<file path="src/rtl/sram_port_arbiter.sv">
// Shares one single-port, 1-cycle-latency SRAM between fetch, load and store; partial stores are read-modify-write.
// Define SRAM_ARB_FIXED_PRIO_EN for fixed STORE > LOAD > FETCH priority instead of round-robin.
module sram_port_arbiter #(
   parameter int XLEN       = 64,
   parameter int ADDR_WIDTH = 20
) (
   input  logic                  clk,
   input  logic                  rstn,
   input  logic                  fetch_addr_valid,
   output logic                  fetch_addr_ready,
   input  logic [XLEN-1:0]       fetch_addr,
   output logic                  fetch_data_valid,
   output logic [31:0]           fetch_data,
   input  logic                  load_a_valid,
   output logic                  load_a_ready,
   input  logic [XLEN-1:0]       load_a_addr,
   output logic                  load_d_valid,
   output logic [31:0]           load_d_data,
   input  logic                  wvalid,
   output logic                  wready,
   input  logic [XLEN-1:0]       waddr,
   input  logic [31:0]           wdata,
   input  logic [3:0]            wstrb,
   output logic                  sram_we,
   output logic [ADDR_WIDTH-1:0] sram_addr,
   output logic [31:0]           sram_wdata,
   input  logic [31:0]           sram_rdata
);

   typedef enum logic {IDLE, RMW_WR} state_t;

   localparam logic [1:0] REQ_FETCH = 2'd0;
   localparam logic [1:0] REQ_LOAD  = 2'd1;
   localparam logic [1:0] REQ_STORE = 2'd2;

   state_t                state_q, state_d;
   logic                  fetch_vld_q, fetch_vld_d;
   logic                  load_vld_q, load_vld_d;
   logic [ADDR_WIDTH-1:0] rmw_addr_q, rmw_addr_d;
   logic [31:0]           rmw_wdata_q, rmw_wdata_d;
   logic [3:0]            rmw_strb_q, rmw_strb_d;
   logic [2:0]            req;
   logic                  gnt_any;
   logic [1:0]            gnt_id;
   logic                  accept;
   logic                  unused_addr_bits;

   function automatic logic [31:0] merge_bytes(input logic [31:0] old_w,
                                                input logic [31:0] new_w,
                                                input logic [3:0]  strb);
      logic [31:0] merged;
      for (int i = 0; i < 4; i++) begin
         merged[8*i +: 8] = strb[i] ? new_w[8*i +: 8] : old_w[8*i +: 8];
      end
      return merged;
   endfunction

   assign req = {wvalid, load_a_valid, fetch_addr_valid};

   // Byte-offset bits and bits above the SRAM range alias by design.
   assign unused_addr_bits = ^{fetch_addr[XLEN-1:ADDR_WIDTH+2], fetch_addr[1:0],
                               load_a_addr[XLEN-1:ADDR_WIDTH+2], load_a_addr[1:0],
                               waddr[XLEN-1:ADDR_WIDTH+2], waddr[1:0]};

`ifdef SRAM_ARB_FIXED_PRIO_EN
   always_comb begin
      gnt_any = |req;
      gnt_id  = REQ_FETCH;
      if (req[REQ_STORE]) begin
         gnt_id = REQ_STORE;
      end else if (req[REQ_LOAD]) begin
         gnt_id = REQ_LOAD;
      end
   end
`else
   logic [1:0] ptr_q, ptr_d;

   // Search starts one past the last granted requester.
   always_comb begin
      logic [1:0] cand;
      gnt_any = 1'b0;
      gnt_id  = REQ_FETCH;
      cand    = ptr_q;
      for (int i = 0; i < 3; i++) begin
         cand = (cand == REQ_STORE) ? REQ_FETCH : cand + 2'd1;
         if (!gnt_any && req[cand]) begin
            gnt_any = 1'b1;
            gnt_id  = cand;
         end
      end
   end

   always_comb begin
      ptr_d = accept ? gnt_id : ptr_q;
   end

   always_ff @(posedge clk) begin
      if (!rstn) begin
         ptr_q <= REQ_STORE;
      end else begin
         ptr_q <= ptr_d;
      end
   end
`endif

   always_comb begin
      fetch_addr_ready = 1'b0;
      load_a_ready     = 1'b0;
      wready           = 1'b0;
      sram_we          = 1'b0;
      sram_addr        = '0;
      sram_wdata       = wdata;
      state_d          = state_q;
      fetch_vld_d      = 1'b0;
      load_vld_d       = 1'b0;
      rmw_addr_d       = rmw_addr_q;
      rmw_wdata_d      = rmw_wdata_q;
      rmw_strb_d       = rmw_strb_q;
      accept           = 1'b0;
      case (state_q)
         IDLE: begin
            if (gnt_any) begin
               accept = 1'b1;
               case (gnt_id)
                  REQ_FETCH: begin
                     fetch_addr_ready = 1'b1;
                     sram_addr        = fetch_addr[ADDR_WIDTH+1:2];
                     fetch_vld_d      = 1'b1;
                  end
                  REQ_LOAD: begin
                     load_a_ready = 1'b1;
                     sram_addr    = load_a_addr[ADDR_WIDTH+1:2];
                     load_vld_d   = 1'b1;
                  end
                  default: begin
                     wready    = 1'b1;
                     sram_addr = waddr[ADDR_WIDTH+1:2];
                     if (wstrb == 4'hF) begin
                        sram_we = 1'b1;
                     end else if (wstrb != 4'h0) begin
                        // The read issued now returns the old word for the merge next cycle.
                        rmw_addr_d  = waddr[ADDR_WIDTH+1:2];
                        rmw_wdata_d = wdata;
                        rmw_strb_d  = wstrb;
                        state_d     = RMW_WR;
                     end
                  end
               endcase
            end
         end
         default: begin
            sram_we    = 1'b1;
            sram_addr  = rmw_addr_q;
            sram_wdata = merge_bytes(sram_rdata, rmw_wdata_q, rmw_strb_q);
            state_d    = IDLE;
         end
      endcase
      if (!rstn) begin
         fetch_addr_ready = 1'b0;
         load_a_ready     = 1'b0;
         wready           = 1'b0;
         sram_we          = 1'b0;
         accept           = 1'b0;
      end
   end

   always_ff @(posedge clk) begin
      if (!rstn) begin
         state_q     <= IDLE;
         fetch_vld_q <= 1'b0;
         load_vld_q  <= 1'b0;
      end else begin
         state_q     <= state_d;
         fetch_vld_q <= fetch_vld_d;
         load_vld_q  <= load_vld_d;
      end
   end

   always_ff @(posedge clk) begin
      rmw_addr_q  <= rmw_addr_d;
      rmw_wdata_q <= rmw_wdata_d;
      rmw_strb_q  <= rmw_strb_d;
   end

   // Responses due while reset is held are suppressed.
   assign fetch_data_valid = fetch_vld_q & rstn;
   assign load_d_valid     = load_vld_q & rstn;
   assign fetch_data       = sram_rdata;
   assign load_d_data      = sram_rdata;

endmodule

</file>
<file path="config.mk">
export PLATFORM = sky130hd
export DESIGN_NAME = sram_port_arbiter
export DESIGN_NICKNAME = d
export VERILOG_FILES = /design/src/rtl/sram_port_arbiter.sv
export SDC_FILE = /design/constraint.sdc
export NUM_CORES = 1
export LEC_CHECK = 0
export ABC_AREA = 1
export CAP_MARGIN = 20
export CORE_AREA = 5 5 147 149
export CTS_CLUSTER_SIZE = 25
export DETAILED_ROUTE_END_ITERATION = 16
export DIE_AREA = 0 0 152 154
export GPL_ROUTABILITY_DRIVEN = 0
export HOLD_SLACK_MARGIN = 0.1
export PLACE_DENSITY = 0.58
export SYNTH_ARGS = -nofsm -noshare
export SYNTH_HDL_FRONTEND = slang
export SYNTH_SLANG_ARGS = --single-unit
export TNS_END_PERCENT = 20
</file>
<file path="constraint.sdc">
create_clock -name clk -period 7.6 [get_ports clk]
set_input_delay 0.76 -clock clk [delete_from_list [all_inputs] [get_ports clk]]
set_output_delay 0.76 -clock clk [all_outputs]
set_load 0.02 [all_outputs]
</file>
After elaboration in Yosys (flattened, before gate mapping)

Cells that the tools add are included.

Register bits: 61
Input port bits: 265
Output and inout port bits: 122
Logic and storage cells: 78

Add/subtract/negate cells: 3
$lt $le $gt $ge: 3
Equal/unequal tests: 5
Multiplexer cells: 44
Bitwise logic cells: 7
Reduce and logical (&&, ||, !) cells: 9

Operator list:

| cell                  | count |
|---|---|
| $mux W20              | 2 |
| $pmux W20 S2          | 1 |
| $mux W32              | 1 |
| $mux W8               | 4 |
| $mux W1               | 27 |
| $mux W2               | 6 |
| $lt A2 B3 Y1 const B  | 3 |
| $add A2 B1 Y2 const B | 3 |
| $bmux W1 S2           | 3 |
| $eq A2 B2 Y1 const B  | 3 |
| $reduce_or A6 Y1      | 1 |
| $not A1 Y1            | 5 |
| $reduce_and A5 Y1     | 1 |
| $eq A4 B4 Y1 const B  | 1 |
| $reduce_bool A4 Y1    | 1 |
| $and A1 B1 Y1         | 2 |
| $eq A2 B1 Y1 const B  | 1 |
| $logic_and A1 B1 Y1   | 2 |
| $logic_not A1 Y1      | 2 |
| $logic_not A2 Y1      | 1 |
| $reduce_or A2 Y1      | 1 |

Logic depth before layout (Yosys ltp)

Gate-level depths: netlist of the first run.

Word-level depth: 17
Mapped depth: 13
Gate-level depth less buffers: 12

Least setup slack after synthesis of the first run

No wires, ideal clock.

Path kind: input -> register
From: in wvalid
To: reg rmw_addr_q[0], enable pin
Setup time: 0.539 ns
Arrival time: 5.297 ns
Data required time: 7.061 ns
Slack: 1.765 ns
Cell stages on the path: 9
Path buffers: 1
Path through: inv_1 -> nand2_1 -> nand2_1 -> nor2_4 -> nand3_4 -> nor2_4 -> nor2_4 -> buf_4 -> nor3_1

Longest elaborated chain between the ends: 13
Elaborated cells on any way between the ends: 21
Those cells by class: eq/ne: 1; mux: 12; bitwise: 1; reduce/logical: 7

RTL lines:

| item                                                    | RTL line | source |
|---|---|---|
| start: declaration                                      | 19       | `input logic wvalid,` |
| $bmux W1 S2                                             | 86       | `if (!gnt_any && req[cand]) begin` |
| $mux W1 (not written as such)                           | 86       |  |
| $mux W1                                                 | 86       |  |
| $logic_not A1 Y1                                        | 86       |  |
| $logic_and A1 B1 Y1                                     | 86       |  |
| $mux W1                                                 | 86       |  |
| $logic_not A1 Y1                                        | 86       |  |
| $logic_and A1 B1 Y1                                     | 86       |  |
| $mux W2                                                 | 86       |  |
| $eq A2 B1 Y1 / $logic_not A2 Y1 (equally long branches) | 124      | `case (gnt_id)` |
| $reduce_or A2 Y1 (no source line)                       | -        |  |
| $not A1 Y1 (no source line)                             | -        |  |
| $reduce_and A5 Y1 (no source line) *                    | -        |  |
| end signal: assignment                                  | 180      | `rmw_addr_q <= rmw_addr_d;` |
| end: declaration                                        | 39       | `logic [ADDR_WIDTH-1:0] rmw_addr_q, rmw_addr_d;` |

Every way passes the cells marked *; elsewhere a longest branch is shown, timed or not. The select of a mux whose other input is x is not followed.
A chain may end at the register's enable or synchronous reset.

Final worst setup path of the first run

From: in load_a_valid
To: out sram_addr[0]

Longest elaborated chain between the ends: 13
Elaborated cells on any way between the ends: 21
Those cells by class: eq/ne: 1; mux: 15; reduce/logical: 5

RTL lines:

| item                                                    | RTL line | source |
|---|---|---|
| start: declaration                                      | 14       | `input logic load_a_valid,` |
| $bmux W1 S2                                             | 86       |  |
| $mux W1 (not written as such)                           | 86       |  |
| $mux W1                                                 | 86       |  |
| $logic_not A1 Y1                                        | 86       |  |
| $logic_and A1 B1 Y1                                     | 86       |  |
| $mux W1                                                 | 86       |  |
| $logic_not A1 Y1                                        | 86       |  |
| $logic_and A1 B1 Y1                                     | 86       |  |
| $mux W2                                                 | 86       |  |
| $eq A2 B1 Y1 / $logic_not A2 Y1 (equally long branches) | 124      |  |
| $pmux W20 S2                                            | 124      |  |
| $mux W20 *                                              | 122      | `if (gnt_any) begin` |
| $mux W20 *                                              | 120      | `case (state_q)` |
| end: declaration                                        | 25       | `output logic [ADDR_WIDTH-1:0] sram_addr,` |

Marked as above.

==> results.tsv, run 1 <==
metric	value	unit
pwr_density_cell	235	mW/mm^2
drc	0	
endpoint	sram_addr[0]	
ys_seq_area_share	44.1	%
netlist_instances	483	
rsz0062_at_grt	no	
drt_iter0_markers	115	
skew	0.00475	ns
reg2reg_slack	5.34	ns
yosysTopAreaCell	edfxtp_1	
syn_avg_cell_area	8.36	sq um
ir_worst_vdd	102	uV
stdcell_area	0.00660	sq mm
timing.rr.start	ptr_q[0]$_SDFFE_PN0P_	
clkLatencyLatePin	0.33	ns
ys_top_cells_by_area	edfxtp_1 (42%), buf_4 (12%), nand2_1 (10%), o21ai_0 (8.2%), nand3_1 (6.8%)	
die_width	152	um
min_period	4.40	ns
slew_headroom	38.0	%
yosys_warnings	0	
timing.fmax	227	MHz
p_int	0.000958	W
power.switching	0.000590	W
grt_usage	12.9	%
hold_path_class	flop to flop	
cts_hold_buf	0	
area_growth	63.3	%
cp_max_fo	21	
p_leak	2.56	nW
cts_tree	built	
grt_pass1_wl	23.4	mm
grt_pass1_vias	3851	
cts.clk_slew.worst_paths	0.05	ns
synth.distinct_cells	25	
start_util	20.2	%
drive_gt1_share	9.39	%
critical_path_class	primary input to primary output	
startpoint	load_a_valid	
layout_common_cells	clkdlybuf4s50_1 (254), nand2_1 (109), o21ai_0 (66), edfxtp_1 (56), nand3_1 (55)	
pwr-share-seq	29.2	%
worstMarginPinSlew	0.928	ns
clockPowerShare	22.9	%
dp_cells	926	
totalWireLength	15.7	mm
worst-endpoint-arrival	3.64	ns
htree_levels	3	
fin_tns_setup	0	ns
place_area	0.00633	sq mm
hold_violations	0	
r2r_cells	8	
grt_max_degree	54	
antenna_found_initial	13	
status	complete, no violations	
cp.required	6.84	ns
antenna_left	0	
final_common_cell	clkdlybuf4s50_1	
grt-ovfl-total	0	
r2r-end	rmw_wdata_q[16]$_DFFE_PP_	
switching_share	38.1	%
synth_fp_nets	748	
vias	3922	
place_ws	3.17	ns
cp-end-kind	primary output	
core_area	0.0200	sq mm
combPwrFrac	47.9	%
numCtsBuffers	9	
fin_cells	946	
drv_cap	0	
syn_area	0.00404	sq mm
fin_crit_sh	57.9	%
final_max_slew_viol_count	0	
finalWorstSetupSlack	3.20	ns
post_cts_buffers	0	
final_util	32.9	%
wl_per_cell	16.6	um
root_buffer	clkbuf_16	
setup_viol	0	
chipHeight	154	um
avgViaCountPerCell	4.15	
firstDrtPassIters	4	
io_pins	387	
cts.sinks	61	
rows	52	
dp_hpwl	12.4	mm
synth_top_area_share	41.6	%
portBuffers	254	
ctsResizeCount	0	
synth-seq-cells	61	
nets	932	
clk_path_buf_depth	2	
cp-start-kind	primary input	
die_area	0.0234	sq mm
power groups by stage:
stage | clock [W] | combinational (W) | sequential, W
after CTS | 0.000373 | 0.000757 | 0.000453
final | 0.000355 | 0.000742 | 0.000452
after global placement | 0 | 0.000753 | 0.000458
after floorplan | 0 | 0.000433 | 0.000459
after detailed placement | 0 | 0.000754 | 0.000459
after global routing | 0.000384 | 0.000809 | 0.000458
logic make-up (layout without fill, tap and decap cells):
group / Yosys count / in the layout / share of synthesized area (%)
compound gates: 68 / 68 / 8.55
flops: 61 / 61 / 44.1
other cells: 0 / 5 / 0
simple gates: 250 / 250 / 30.2
buf+inv: 104 / 292 / 17.2
synth_stat cells (all sizes together):
| cell | n |
|---|---|
| buf | 76 |
| or3 | 1 |
| dfxtp | 5 |
| o21ai | 66 |
| nor3 | 1 |
| inv | 19 |
| nor2 | 44 |
| nand4 | 1 |
| clkbuf | 9 |
| nor4 | 1 |
| and3 | 1 |
| nand3 | 70 |
| edfxtp | 56 |
| o211ai | 2 |
| nand2 | 131 |
layout make-up:
cell class | instances | area [sq um]
diodes | 5 | 12.5
clock buffers | 11 | 233
clock inverters | 4 | 16.3
fillers | 2189 | 13400
inverters | 19 | 71.3
multi-input cells | 318 | 1570
flip-flops and latches | 61 | 1780
well taps | 270 | 338
repair buffers | 258 | 2570
critical path, cell delays in order:
cell and delay, ns:
clkdlybuf4s50_1 0.54, inv_1 0.07, nand2_1 0.11, nand3_4 0.11
nand3_1 0.12, nand2_1 0.08, nor2_2 0.71, nand3_1 0.25
nand3_2 0.12, nand2_1 0.05, nand2_1 0.08, clkdlybuf4s50_1 0.62
stage by stage:
| stage | power [W] | hold slack [ns] |
|---|---|---|
| after floorplan | 0.000892 | 0.532 |
| after global routing | 0.00165 | 0.631 |
| after CTS | 0.00158 | 0.593 |
| after global placement | 0.00121 | 0.575 |
| final | 0.00155 | 0.594 |
| after detailed placement | 0.00121 | 0.582 |
worst min-delay path by stage:
stage	start	end	depth (start not counted)
after floorplan	ptr_q[0]$_SDFFE_PN0P_	ptr_q[0]$_SDFFE_PN0P_	2
after global placement	ptr_q[0]$_SDFFE_PN0P_	ptr_q[0]$_SDFFE_PN0P_	2
after detailed placement	ptr_q[0]$_SDFFE_PN0P_	ptr_q[0]$_SDFFE_PN0P_	2
after CTS	ptr_q[0]$_SDFFE_PN0P_	ptr_q[0]$_SDFFE_PN0P_	2
after global routing	ptr_q[0]$_SDFFE_PN0P_	ptr_q[0]$_SDFFE_PN0P_	2
final	ptr_q[0]$_SDFFE_PN0P_	ptr_q[0]$_SDFFE_PN0P_	2
per-layer routing:
layer	GRT usage [%]	vias to the layer above	share of wire [%]
met1	14.5	1736	40
met5	0	-	0.70
met2	19.3	193	42
met3	9.50	32	16
li1	-	1943	-
met4	4.15	18	1.5
flip-flops by register name, indices dropped and copies added, names as in the netlist:
signal       cells
load_vld_q       1
fetch_vld_q      1
state_q          1
rmw_wdata_q     32
ptr_q            2
rmw_addr_q      20
rmw_strb_q       4
Power figures use the tool's default switching activity.
==> run 2, diff against run 1 <==
--- a/config.mk
+++ b/config.mk
@@ -7,13 +7,13 @@
 export LEC_CHECK = 0
 export ABC_AREA = 1
 export CAP_MARGIN = 20
-export CORE_AREA = 5 5 147 149
+export CORE_AREA = 5 5 146 148
 export CTS_CLUSTER_SIZE = 25
 export DETAILED_ROUTE_END_ITERATION = 16
-export DIE_AREA = 0 0 152 154
+export DIE_AREA = 0 0 151 153
 export GPL_ROUTABILITY_DRIVEN = 0
 export HOLD_SLACK_MARGIN = 0.1
-export PLACE_DENSITY = 0.58
+export PLACE_DENSITY = 0.61
 export SYNTH_ARGS = -nofsm -noshare
 export SYNTH_HDL_FRONTEND = slang
 export SYNTH_SLANG_ARGS = --single-unit
==> constraint.sdc (replaced) <==
create_clock -name clk -period 4 [get_ports clk]
set_input_delay 0.4 -clock clk [delete_from_list [all_inputs] [get_ports clk]]
set_output_delay 0.4 -clock clk [all_outputs]
set_load 0.02 [all_outputs]
==> results.tsv, run 2 (synthesis results as in run 1) <==
metric	value	unit	change
status	complete, no violations		
htree_levels	3		unchanged
reg2reg_slack	1.51	ns	-3.83 ns
grt_pass1_vias	3778		-1.9%
fin_crit_sh	86.2	%	
final_max_slew_viol_count	0		unchanged
timing.rr.start	ptr_q[0]$_SDFFE_PN0P_		
rsz0062_at_grt	no		
skew	0.00962	ns	+0.00487 ns
antenna_left	0		unchanged
drc	0		unchanged
cts_tree	built		
drt_iter0_markers	191		+66%
core_area	0.0199	sq mm	-0.65%
top_register	rmw_wdata_q		
dp_cells	932		+0.65%
n_antenna_cell	0		-5
worst-endpoint-arrival	3.05	ns	-0.59 ns
cp_max_fo	18		-14%
grt-ovfl-total	0		unchanged
die_area	0.0231	sq mm	-1.3%
largest_reg_flops	32		unchanged
min_period	3.45	ns	
worstMarginPinSlew	0.747	ns	-0.181 ns
start_util	20.3	%	+0.13 points
post_cts_buffers	0		unchanged
place_ws	0.547	ns	-2.63 ns
grt_pass1_wl	22.7	mm	-3.0%
worstHoldPathCells	2		unchanged
biggestRegsByFlops	rmw_wdata_q (32), rmw_addr_q (20), rmw_strb_q (4)		
drive_gt1_share	10.2	%	+0.80 points
vias	3931		+0.23%
avgViaCountPerCell	4.15		+0.12%
clk_path_buf_depth	2		unchanged
totalWireLength	15.6	mm	-1.0%
worstHoldStart	ptr_q[0]$_SDFFE_PN0P_		
ir_worst_vdd	210	uV	+110%
io_pins	387		unchanged
numCtsBuffers	9		unchanged
setup_viol	0		unchanged
timing.hold.ws	0.589	ns	-0.00511 ns
final_common_cell	clkdlybuf4s50_1		
fin_tns_setup	0	ns	unchanged
cts_hold_buf	0		unchanged
hold_violations	0		unchanged
area_growth	64.2	%	
cp.required	3.60	ns	-3.24 ns
dp_hpwl	11.8	mm	-4.9%
p_leak	2.58	nW	+0.94%
worstHoldEndpoint	ptr_q[0]$_SDFFE_PN0P_		
grt_max_degree	54		unchanged
wl_per_cell	16.4	um	-1.1%
nets	938		+0.64%
n_fill_cell	2126		-2.9%
slew_headroom	50.2	%	+12 points
drv_cap	0		unchanged
finalWorstSetupSlack	0.550	ns	-2.65 ns
rows	52		unchanged
die_width	151	um	-0.66%
r2r-end	rmw_wdata_q[3]$_DFFE_PP_		
pwr_density_cell	450	mW/mm^2	+92%
timing.fmax	290	MHz	
cts.clk_slew.worst_paths	0.06	ns	about the same
root_buffer	clkbuf_16		
cts.sinks	61		unchanged
fin_cells	947		+0.11%
clkLatencyLatePin	0.33	ns	about the same
r2r_cells	10		+2
firstDrtPassIters	5		+1
chipHeight	153	um	-0.65%
cp-start-kind	primary input		
hold_path_class	flop to flop		
antenna_found_initial	3		-10
grt_usage	12.9	%	-0.054 points
critical_path_class	primary input to primary output		
portBuffers	254		unchanged
ctsResizeCount	0		unchanged
layout_common_cells	clkdlybuf4s50_1 (254), nand2_1 (109), o21ai_0 (66), edfxtp_1 (56), nand3_1 (55)		
cp-end-kind	primary output		
## run 2: changes by cell type in the layout (fill, tap and decap cells not counted)
cell | before | now
buf_4 | 4 | 10
diode_2 | 5 | 0
nor3_2 | 1 | 0
nor3_4 | 0 | 1
## run 2: how the worst max path moves through the flow
stage,start,end,slack [ns],depth (start not counted)
global route,load_a_valid,sram_addr[1],0.33,11
detailed placement,load_a_valid,sram_addr[19],0.55,11
global placement,load_a_valid,sram_addr[19],0.53,11
floorplan,ptr_q[1]$_SDFFE_PN1P_,rmw_addr_q[0]$_DFFE_PP_,0.19,9
CTS,load_a_valid,sram_addr[19],0.53,11
finish,load_a_valid,sram_addr[19],0.55,11
## run 2: layout make-up
cell class / instances / area, sq um / area share, %
Tap cell: 270 / 338 / 5.09
Clock inverter: 4 / 16.3 / 0.245
Clock buffer: 11 / 233 / 3.51
Multi-Input combinational cell: 318 / 1580 / 23.8
Inverter: 19 / 71.3 / 1.07
Sequential cell: 61 / 1780 / 26.9
Timing Repair Buffer: 264 / 2620 / 39.4
## run 2: metrics by stage
stage / total power [W] / utilization (%) / cell area [sq um]
after global placement: 0.00232 / 32.1 / 6390
after global routing: 0.00317 / 33.3 / 6640
after CTS: 0.00303 / 33.3 / 6640
after detailed placement: 0.00233 / 32.1 / 6390
final: 0.00299 / 33.3 / 6640
after floorplan: 0.00169 / - / 4050
## run 2: per-layer routing
metal	track usage, %	up-vias	wire length (um)	part of all wire (%)
li1	-	1946	-	-
met1	16.7	1799	6540	42
met2	20.1	158	7220	46
met3	4.15	22	1480	9.5
met4	4.58	6	289	1.9
met5	0	-	40	0.26
## run 2: power breakdown
part	switching (W)	internal, W
clock	0.000278	0.000408
combinational	0.000829	0.000613
sequential	0.0000409	0.000819
total	0.00115	0.00184
## run 2: critical path, stage by stage
cell	delay, ns
clkdlybuf4s50_1	0.52
inv_1	0.07
nand2_1	0.10
nand3_2	0.12
o211ai_1	0.11
nand2_1	0.17
inv_1	0.59
buf_4	0.24
nand2_1	0.05
nand2_1	0.05
clkdlybuf4s50_1	0.61
